## src/rtl/maze_player_ctrl.sv

```systemverilog
`default_nettype none
// ============================================================================
// Module   : maze_player_ctrl
// Purpose  : Player-movement controller for the maze game. It queries the
//            level wall ROM with the current tile and decides whether a
//            requested move is legal. It then walks the sprite one pixel per
//            tick across a tile and reports position, move count and goal
//            status.
// Ports    : clk, rst_n          - clock, asynchronous active-low reset
//            btn_up/down/left/right - level move requests
//            tick               - pixel-step enable (1-cycle pulse)
//            restart            - synchronous return to start position
//            q_row, q_col       - wall-ROM query (registered, = current tile)
//            walls              - ROM response {T,B,L,R}, combinational
//            cur_row, cur_col   - current tile
//            player_x, player_y - sprite top-left pixel
//            moving             - high while stepping between tiles
//            bumped             - 1-cycle pulse when a move is refused
//            at_goal            - sticky goal-reached flag
//            move_count         - completed moves, saturating
// Revision : 1.0 - initial release
// ============================================================================
module maze_player_ctrl #(
   parameter int ROW_W     = 5,
   parameter int COL_W     = 5,
   parameter int TILE_PX   = 32,
   parameter int NUM_ROWS  = 25,
   parameter int NUM_COLS  = 25,
   parameter int START_ROW = 1,
   parameter int START_COL = 1,
   parameter int GOAL_ROW  = 23,
   parameter int GOAL_COL  = 23
) (
   input  logic             clk,
   input  logic             rst_n,
   input  logic             btn_up,
   input  logic             btn_down,
   input  logic             btn_left,
   input  logic             btn_right,
   input  logic             tick,
   input  logic             restart,
   output logic [ROW_W-1:0] q_row,
   output logic [COL_W-1:0] q_col,
   input  logic [3:0]       walls,
   output logic [ROW_W-1:0] cur_row,
   output logic [COL_W-1:0] cur_col,
   output logic [9:0]       player_x,
   output logic [9:0]       player_y,
   output logic             moving,
   output logic             bumped,
   output logic             at_goal,
   output logic [15:0]      move_count
);

   typedef enum logic [1:0] {
      S_IDLE   = 2'd0,
      S_LOOKUP = 2'd1,
      S_DECIDE = 2'd2,
      S_STEP   = 2'd3
   } state_t;

   localparam logic [1:0] C_DIR_UP    = 2'd0;
   localparam logic [1:0] C_DIR_DOWN  = 2'd1;
   localparam logic [1:0] C_DIR_LEFT  = 2'd2;
   localparam logic [1:0] C_DIR_RIGHT = 2'd3;

   localparam int                C_PW        = (TILE_PX > 1) ? $clog2(TILE_PX) : 1;
   localparam logic [C_PW-1:0]   C_PIX_LAST  = C_PW'(TILE_PX - 1);
   localparam logic [ROW_W-1:0]  C_START_ROW = ROW_W'(START_ROW);
   localparam logic [COL_W-1:0]  C_START_COL = COL_W'(START_COL);
   localparam logic [ROW_W-1:0]  C_GOAL_ROW  = ROW_W'(GOAL_ROW);
   localparam logic [COL_W-1:0]  C_GOAL_COL  = COL_W'(GOAL_COL);
   localparam logic [ROW_W-1:0]  C_LAST_ROW  = ROW_W'(NUM_ROWS - 1);
   localparam logic [COL_W-1:0]  C_LAST_COL  = COL_W'(NUM_COLS - 1);
   localparam logic [9:0]        C_START_X   = 10'(START_COL * TILE_PX);
   localparam logic [9:0]        C_START_Y   = 10'(START_ROW * TILE_PX);
   localparam logic              C_START_GOAL = (START_ROW == GOAL_ROW) && (START_COL == GOAL_COL);

   state_t            r_state;
   state_t            w_state_nxt;
   logic [1:0]        r_dir;
   logic              r_armed;
   logic [ROW_W-1:0]  r_cur_row;
   logic [COL_W-1:0]  r_cur_col;
   logic [ROW_W-1:0]  r_q_row;
   logic [COL_W-1:0]  r_q_col;
   logic [9:0]        r_px;
   logic [9:0]        r_py;
   logic [C_PW-1:0]   r_pix_cnt;
   logic              r_moving;
   logic              r_bumped;
   logic              r_at_goal;
   logic [15:0]       r_move_count;

   logic              w_any_btn;
   logic [1:0]        w_dir_sel;
   logic              w_wall_bit;
   logic              w_edge_block;
   logic              w_blocked;
   logic              w_accept;
   logic              w_last_tick;
   logic [ROW_W-1:0]  w_next_row;
   logic [COL_W-1:0]  w_next_col;

   assign w_any_btn = btn_up | btn_down | btn_left | btn_right;
   assign w_blocked = w_wall_bit | w_edge_block;

   // Direction decode, wall/edge test and destination tile for the latched move
   always_comb begin
      w_dir_sel    = C_DIR_RIGHT;
      w_wall_bit   = 1'b0;
      w_edge_block = 1'b0;
      w_next_row   = r_cur_row;
      w_next_col   = r_cur_col;
      if (btn_up)        w_dir_sel = C_DIR_UP;
      else if (btn_down) w_dir_sel = C_DIR_DOWN;
      else if (btn_left) w_dir_sel = C_DIR_LEFT;
      case (r_dir)
         C_DIR_UP: begin
            w_wall_bit   = walls[3];
            w_edge_block = (r_cur_row == '0);
            w_next_row   = r_cur_row - ROW_W'(1);
         end
         C_DIR_DOWN: begin
            w_wall_bit   = walls[2];
            w_edge_block = (r_cur_row == C_LAST_ROW);
            w_next_row   = r_cur_row + ROW_W'(1);
         end
         C_DIR_LEFT: begin
            w_wall_bit   = walls[1];
            w_edge_block = (r_cur_col == '0);
            w_next_col   = r_cur_col - COL_W'(1);
         end
         default: begin
            w_wall_bit   = walls[0];
            w_edge_block = (r_cur_col == C_LAST_COL);
            w_next_col   = r_cur_col + COL_W'(1);
         end
      endcase
   end

   // Next-state logic
   always_comb begin
      w_state_nxt = r_state;
      w_accept    = 1'b0;
      w_last_tick = 1'b0;
      case (r_state)
         S_IDLE: begin
            if (!r_at_goal && r_armed && w_any_btn) begin
               w_accept    = 1'b1;
               w_state_nxt = S_LOOKUP;
            end
         end
         S_LOOKUP: w_state_nxt = S_DECIDE;
         S_DECIDE: w_state_nxt = w_blocked ? S_IDLE : S_STEP;
         S_STEP: begin
            if (tick && (r_pix_cnt == C_PIX_LAST)) begin
               w_last_tick = 1'b1;
               w_state_nxt = S_IDLE;
            end
         end
         default: w_state_nxt = S_IDLE;
      endcase
      if (restart) begin
         w_state_nxt = S_IDLE;
         w_accept    = 1'b0;
         w_last_tick = 1'b0;
      end
   end

   always_ff @(posedge clk or negedge rst_n) begin
      if (!rst_n) r_state <= S_IDLE;
      else        r_state <= w_state_nxt;
   end

   // Datapath; restart restores exactly the asynchronous reset image
   always_ff @(posedge clk or negedge rst_n) begin
      if (!rst_n) begin
         r_dir        <= C_DIR_UP;
         r_armed      <= 1'b1;
         r_cur_row    <= C_START_ROW;
         r_cur_col    <= C_START_COL;
         r_q_row      <= C_START_ROW;
         r_q_col      <= C_START_COL;
         r_px         <= C_START_X;
         r_py         <= C_START_Y;
         r_pix_cnt    <= '0;
         r_moving     <= 1'b0;
         r_bumped     <= 1'b0;
         r_at_goal    <= C_START_GOAL;
         r_move_count <= 16'd0;
      end else if (restart) begin
         r_dir        <= C_DIR_UP;
         r_armed      <= 1'b1;
         r_cur_row    <= C_START_ROW;
         r_cur_col    <= C_START_COL;
         r_q_row      <= C_START_ROW;
         r_q_col      <= C_START_COL;
         r_px         <= C_START_X;
         r_py         <= C_START_Y;
         r_pix_cnt    <= '0;
         r_moving     <= 1'b0;
         r_bumped     <= 1'b0;
         r_at_goal    <= C_START_GOAL;
         r_move_count <= 16'd0;
      end else begin
         r_bumped <= 1'b0;
         // Re-arming on full release is what makes a held button a single request
         if (!w_any_btn) r_armed <= 1'b1;
         if (w_accept) begin
            r_dir   <= w_dir_sel;
            r_armed <= 1'b0;
         end
         if (r_state == S_DECIDE) begin
            if (w_blocked) begin
               r_bumped <= 1'b1;
            end else begin
               r_moving  <= 1'b1;
               r_pix_cnt <= '0;
            end
         end
         if ((r_state == S_STEP) && tick) begin
            r_pix_cnt <= r_pix_cnt + C_PW'(1);
            case (r_dir)
               C_DIR_UP:    r_py <= r_py - 10'd1;
               C_DIR_DOWN:  r_py <= r_py + 10'd1;
               C_DIR_LEFT:  r_px <= r_px - 10'd1;
               default:     r_px <= r_px + 10'd1;
            endcase
            if (w_last_tick) begin
               r_cur_row <= w_next_row;
               r_cur_col <= w_next_col;
               r_q_row   <= w_next_row;
               r_q_col   <= w_next_col;
               r_moving  <= 1'b0;
               if (r_move_count != 16'hFFFF) r_move_count <= r_move_count + 16'd1;
               if ((w_next_row == C_GOAL_ROW) && (w_next_col == C_GOAL_COL)) r_at_goal <= 1'b1;
            end
         end
      end
   end

   assign q_row      = r_q_row;
   assign q_col      = r_q_col;
   assign cur_row    = r_cur_row;
   assign cur_col    = r_cur_col;
   assign player_x   = r_px;
   assign player_y   = r_py;
   assign moving     = r_moving;
   assign bumped     = r_bumped;
   assign at_goal    = r_at_goal;
   assign move_count = r_move_count;

endmodule
`default_nettype wire
```

## config.mk

```make
export PLATFORM = sky130hd
export DESIGN_NAME = maze_player_ctrl
export DESIGN_NICKNAME = d
export VERILOG_FILES = /design/src/rtl/maze_player_ctrl.sv
export SDC_FILE = /design/constraint.sdc
export NUM_CORES = 1
export LEC_CHECK = 0
export ABC_AREA = 1
export BUFFER_PORTS_ARGS = -buffer_cell sky130_fd_sc_hd__buf_2
export CAP_MARGIN = 20
export CORE_MARGIN = 1
export CORE_UTILIZATION = 53
export CTS_BUF_LIST = sky130_fd_sc_hd__clkbuf_8
export CTS_CLUSTER_SIZE = 28
export DETAILED_ROUTE_END_ITERATION = 8
export PLACE_DENSITY = 0.76
export SLEW_MARGIN = 40
export SYNTH_ARGS = -nofsm -noshare
export SYNTH_HDL_FRONTEND = slang
export SYNTH_SLANG_ARGS = --single-unit
```

## constraint.sdc

```tcl
create_clock -name clk -period 1.99 [get_ports clk]
set_input_delay 0 -clock clk [delete_from_list [all_inputs] [get_ports clk]]
set_output_delay 0 -clock clk [all_outputs]
set_load 0.02 [all_outputs]
```

# Word-level counts from Yosys, hierarchy flattened
# Cells that the tools add are included.
dict set report totals {
  register_bits 59
  input_bits 12
  output_inout_bits 59
  word_cells 122
}
dict set report op_classes {
  addsub 10
  eq_ne 16
  mux 55
  n_bitwise 4
  reduce_logical 25
}
# cell count
set op_table {}
lappend op_table {{16-bit 2-to-1 mux} 4}
lappend op_table {{5-bit 2-to-1 mux} 10}
lappend op_table {{10-bit 2-to-1 mux} 4}
lappend op_table {{10-bit case mux with 2 select lines} 2}
lappend op_table {{5-bit equality test (second input constant)} 5}
lappend op_table {{1-bit 2-to-1 mux} 22}
lappend op_table {{10-bit by 1-bit adder with 10-bit output (second input constant)} 2}
lappend op_table {{5-bit case mux with 2 select lines} 2}
lappend op_table {{10-bit by 1-bit subtractor with 10-bit output (second input constant)} 2}
lappend op_table {{16-bit by 1-bit adder with 16-bit output (second input constant)} 1}
lappend op_table {{2-bit 2-to-1 mux} 8}
lappend op_table {{16-bit != test (second input constant)} 1}
lappend op_table {{5-bit by 1-bit adder with 5-bit output (second input constant)} 3}
lappend op_table {{5-bit zero test} 2}
lappend op_table {{2-bit AND reduction} 5}
lappend op_table {{2-bit nonzero test} 5}
lappend op_table {{5-bit by 1-bit subtractor with 5-bit output (second input constant)} 2}
lappend op_table {{2-bit case mux with 4 select lines} 1}
lappend op_table {{2-bit equality test (second input constant)} 3}
lappend op_table {{3-bit by 2-bit != test with 1-bit output (second input constant)} 2}
lappend op_table {{3-bit != test (second input constant)} 2}
lappend op_table {{1-bit case mux with 3 select lines} 2}
lappend op_table {{3-bit AND reduction} 2}
lappend op_table {{3-bit nonzero test} 2}
lappend op_table {{other kinds (7)} 16}

# Logic depth before layout (Yosys ltp)
dict set report depth {
  ltp_word 9
  ltp_mapped 16
  ltp_nobuf 16
}

# Worst setup path after synthesis
# Ideal clock, no wire load.
dict set report synth_path {
  kind {reg2reg}
  from {reg r_dir[1]}
  to {reg r_at_goal (netlist: at_goal)}
  arrival_ns 2.126
  required_ns 1.916
  path_slack_ns -0.211
  stages_incl_launch_ff 14
  n_path_buf 1
  synth_period_minus_slack_ns 2.201
  cell_sequence {dfrtp_1 -> buf_6 -> inv_4 -> nand2_1 -> ha_1 -> nand2_1 -> or2_2 -> nand4_1 -> nand2_1 -> nand2_1 -> nand2_1 -> nor3_2 -> nand2_1 -> a21oi_2}
}
dict set report synth_via {
  elab_chain_len 7
  word_cells_on_any_way 11
}
# item line
set synth_rtl {}
lappend synth_rtl {{start, declared} 81} ;# logic [1:0] r_dir;
lappend synth_rtl {{start signal, assigned} 211} ;# r_dir <= w_dir_sel;
lappend synth_rtl {{2-bit by 1-bit equality test with 1-bit output / 2-bit zero test (equally long branches)} 118} ;# case (r_dir)
lappend synth_rtl {{2-bit OR reduction (no source line)} --}
lappend synth_rtl {{5-bit case mux with 2 select lines} 118}
lappend synth_rtl {{5-bit equality test} 237} ;# if ((w_next_row == C_GOAL_ROW) && (w_next_col == C_GOAL_COL)) r_at_goal <= 1'b1;
lappend synth_rtl {{1-bit logical AND (*)} 237}
lappend synth_rtl {{2-bit nonzero test (no source line) (*)} --}
lappend synth_rtl {{3-bit AND reduction (no source line) (*)} --}
lappend synth_rtl {{end signal, assigned} 190} ;# r_at_goal <= C_START_GOAL;
lappend synth_rtl {{end signal, assigned} 204} ;# r_at_goal <= C_START_GOAL;
lappend synth_rtl {{end signal, assigned} 237}
lappend synth_rtl {{end, declared} 92} ;# logic r_at_goal;
# Every way passes the cells marked *; elsewhere a longest branch is shown, timed or not.
# A chain may end at the register's enable or synchronous reset.

# Worst setup path in the final report
# Same ends and word-level chain as after synthesis.

==> impl_metrics.ini <==
[die]
die_y_um = 90.5
dieWidth_um = 90.5
coreArea_um2 = 7410
io_pins = 71
dieArea_um2 = 8190
rows = 31
start_util = 0.561

[flow_run]
drv_cap = 0

[worst_setup_path]
worstPathRequired_ns = 2.26
r2r_start = r_dir[1]
r2r_slack_ns = -0.1
timing.rr.end = at_goal
worstPathMaxFanout = 6
arrival_ns = 2.36
cp-end-kind = flip-flop
reg2reg_depth = 11
crit_type = reg2reg
worstSetupStartpointType = flip-flop

[global_route]
globalRouteTotalUtil = 0.275
grt_pass1_wl_um = 18100
grt_max_degree = 39
antenna_found_initial = 0
overflow = 0
grt_pass1_vias = 4020

[clock_tree]
insertion_delay_ns = 0.34
cts_buffers = 9
cts_tree = yes
cts_max_path_buffers = 2
h-tree-depth = 3
clock-root-buffer = clkbuf_8
clk_pin_slew_worst_paths_ns = 0.07
clkSinkCount = 59

[yosys]
yosys.area.top_type_share = 0.325
synth_flop_cell = dfrtp_1
yosysTopAreaCell = dfrtp_1
seq_area_frac_synth = 0.357
synth_fp_nets = 607
synth_warnings = 0
synthTopCellsByCount = 147 x nand2_1, 79 x inv_1, 54 x dfrtp_1
synth.area.top_cells = dfrtp_1 33%, nand2_1 13%, inv_1 7.1%, ha_1 5.7%, nand3_1 5.1%
synth_cell_type_count = 47
synth_edf_count = 0
synth_area_per_cell_um2 = 7.23
ys_ff_latch = 59
async_flop_share = 1.00
synth_cells = 574
synthMostInstantiatedCell = nand2_1
netlist_area_um2 = 4150

[timing]
hold_ws_ns = 0.00601
finalSetupViolations = 13
fmax_mhz = 479
tightestPinTransition_ns = 0.576
fin_ws_ns = -0.0981
slew_headroom = 0.616
final.setup_skew_ns = 0.0131
min_period_ns = 2.09
fin_crit_sh = 1.05
drv_slew = 0
rsz0062_at_grt = true
hold_violations = 0

[run_status]
status = finished with violations
violations = negative setup slack

[power_and_ir_drop]
vdd_drop_max_mv = 0.387
p_leak_nw = 2.88
p_sw_frac = 0.393
combPwrFrac = 0.439
clkPwrFrac = 0.235
p_sw_mw = 1.64
pwr-share-seq = 0.326
power.density_nw_per_um2 = 732
p_int_mw = 2.53

[routing]
via_per_inst = 5.56
drt_wl_total_um = 12100
first_iter_violations = 227
drtPass1Iterations = 7
wl_per_cell_um = 15.1
vias = 4473
drc = 0
ant_nets = 0

[hold_path]
hp-start = btn_down
hold_path.class = in2reg
holdPathStages = 4
hold_path_end = r_dir[1]

[place]
dpl_worst_slack_ns = -0.105
hpwl_um = 7830
place_congestion = 0.922
portBuffers = 70

[cells_and_area]
fill_cells = 526
area_growth_pct = 37.5
antennaDiodeCount = 0
drive_above_1_share = 0.375
final_nets = 734
## flip-flops by register name (all words and copies together), names as in the netlist
name	count
at_goal	1
bumped	1
move_count	16
moving	1
player_x	10
player_y	10
q_col	5
q_row	5
r_armed	1
r_dir	2
r_pix_cnt	5
r_state	2
## worst max-delay path, cell delays in order, from the launching register on
cell and delay [ns]:
dfrtp_2 0.48, nor2_4 0.15, fa_2 0.45, nand2_2 0.08, nand2_2 0.06, nor2_1 0.14
nand3_1 0.10, nor2_1 0.10, nand3_1 0.11, nor3_2 0.11, nand2_1 0.09, a21oi_2 0.13
## worst max-delay path by stage
stage	slack (ns)	start	cells past startpoint	to
2_1_floorplan	0.007	r_dir[1]	11	player_y[9]
3_3_place_gp	0.004	r_dir[1]	10	player_y[9]
3_5_place_dp	-0.10	r_dir[1]	12	at_goal
4_1_cts	-0.03	r_dir[1]	12	at_goal
5_1_grt	-0.27	r_dir[0]	12	at_goal
6_report	-0.1	r_dir[1]	11	at_goal
## cells in the final DEF (no fill, tap or decap), types with 3 or more instances in the layout
cell type	instances
o21ai_2	7
nand2_2	21
ha_4	14
nand2_1	125
buf_6	8
buf_4	50
dfstp_2	5
inv_1	72
nor3_2	4
dlygate4sd3_1	4
nand3_2	9
buf_2	70
clkinv_2	4
nor2_2	7
a31oi_1	3
nor2_4	4
a21oi_1	18
inv_4	5
ha_1	3
nor3_1	5
o21ai_1	12
inv_2	8
nor2_1	38
nand2_4	7
nand3_1	35
clkbuf_8	10
a21oi_2	8
xor2_1	9
buf_12	3
o21ai_0	22
o22ai_1	12
dfrtp_1	52
nand4_1	18
## stage by stage
stage	cells	TNS, ns	power [mW]	area, µm²	utilization
after floorplan	574	0	2.34	4190	-
after global placement	756	0	2.69	4800	0.648
after detailed placement	756	-0.359	2.74	4800	0.648
after CTS	780	-0.0689	3.77	5070	0.685
after global routing	805	-2.11	4.41	5710	0.770
final	805	-0.402	4.18	5710	0.770
## final cells by class
type                    count  area [µm²]  area share
multi-input cells         411        2680       0.469
flip-flops and latches     59        1490       0.260
repair buffers            135         916       0.160
inverters                  85         337      0.0590
clock buffers              10         138      0.0241
well taps                  99         124      0.0217
clock inverters             6        32.5     0.00570
## kinds of logic (layout without fill, tap and decap cells)
group                      count (synthesis)  in the layout  synth area share
AOI/OAI and AO/OA                         97             97             0.135
xor gates and xnor gates                  11             11            0.0232
adders and majority gates                 21             21            0.0669
buffers and inverters                    104            236             0.109
DFF                                       59             59             0.357
and+or+nand+nor                          282            282             0.309
## power groups by stage
stage          logic [mW]  clock network [mW]  registers, mW
3_3_place_gp         1.32                   0           1.37
5_1_grt              1.99                1.05           1.37
6_report             1.83               0.982           1.36
2_1_floorplan       0.948                   0           1.39
4_1_cts              1.43               0.993           1.35
3_5_place_dp         1.37                   0           1.37
## per-layer routing
metal	routed length (µm)	global-route usage
met5	0	0
met4	271	0.108
met3	667	0.0488
met2	6050	0.445
met1	5140	0.366
## timing repair
| item | in CTS | in global routing |
|---|---|---|
| setup buffers | 4 | 25 |
| pin swaps | 2 | 36 |
| hold endpoints to repair | 22 | 0 |
| setup endpoints to repair | 11 | 28 |
| gates resized for setup | 8 | 111 |
| hold buffers | 4 | 0 |
Power figures use the tool's default switching activity.
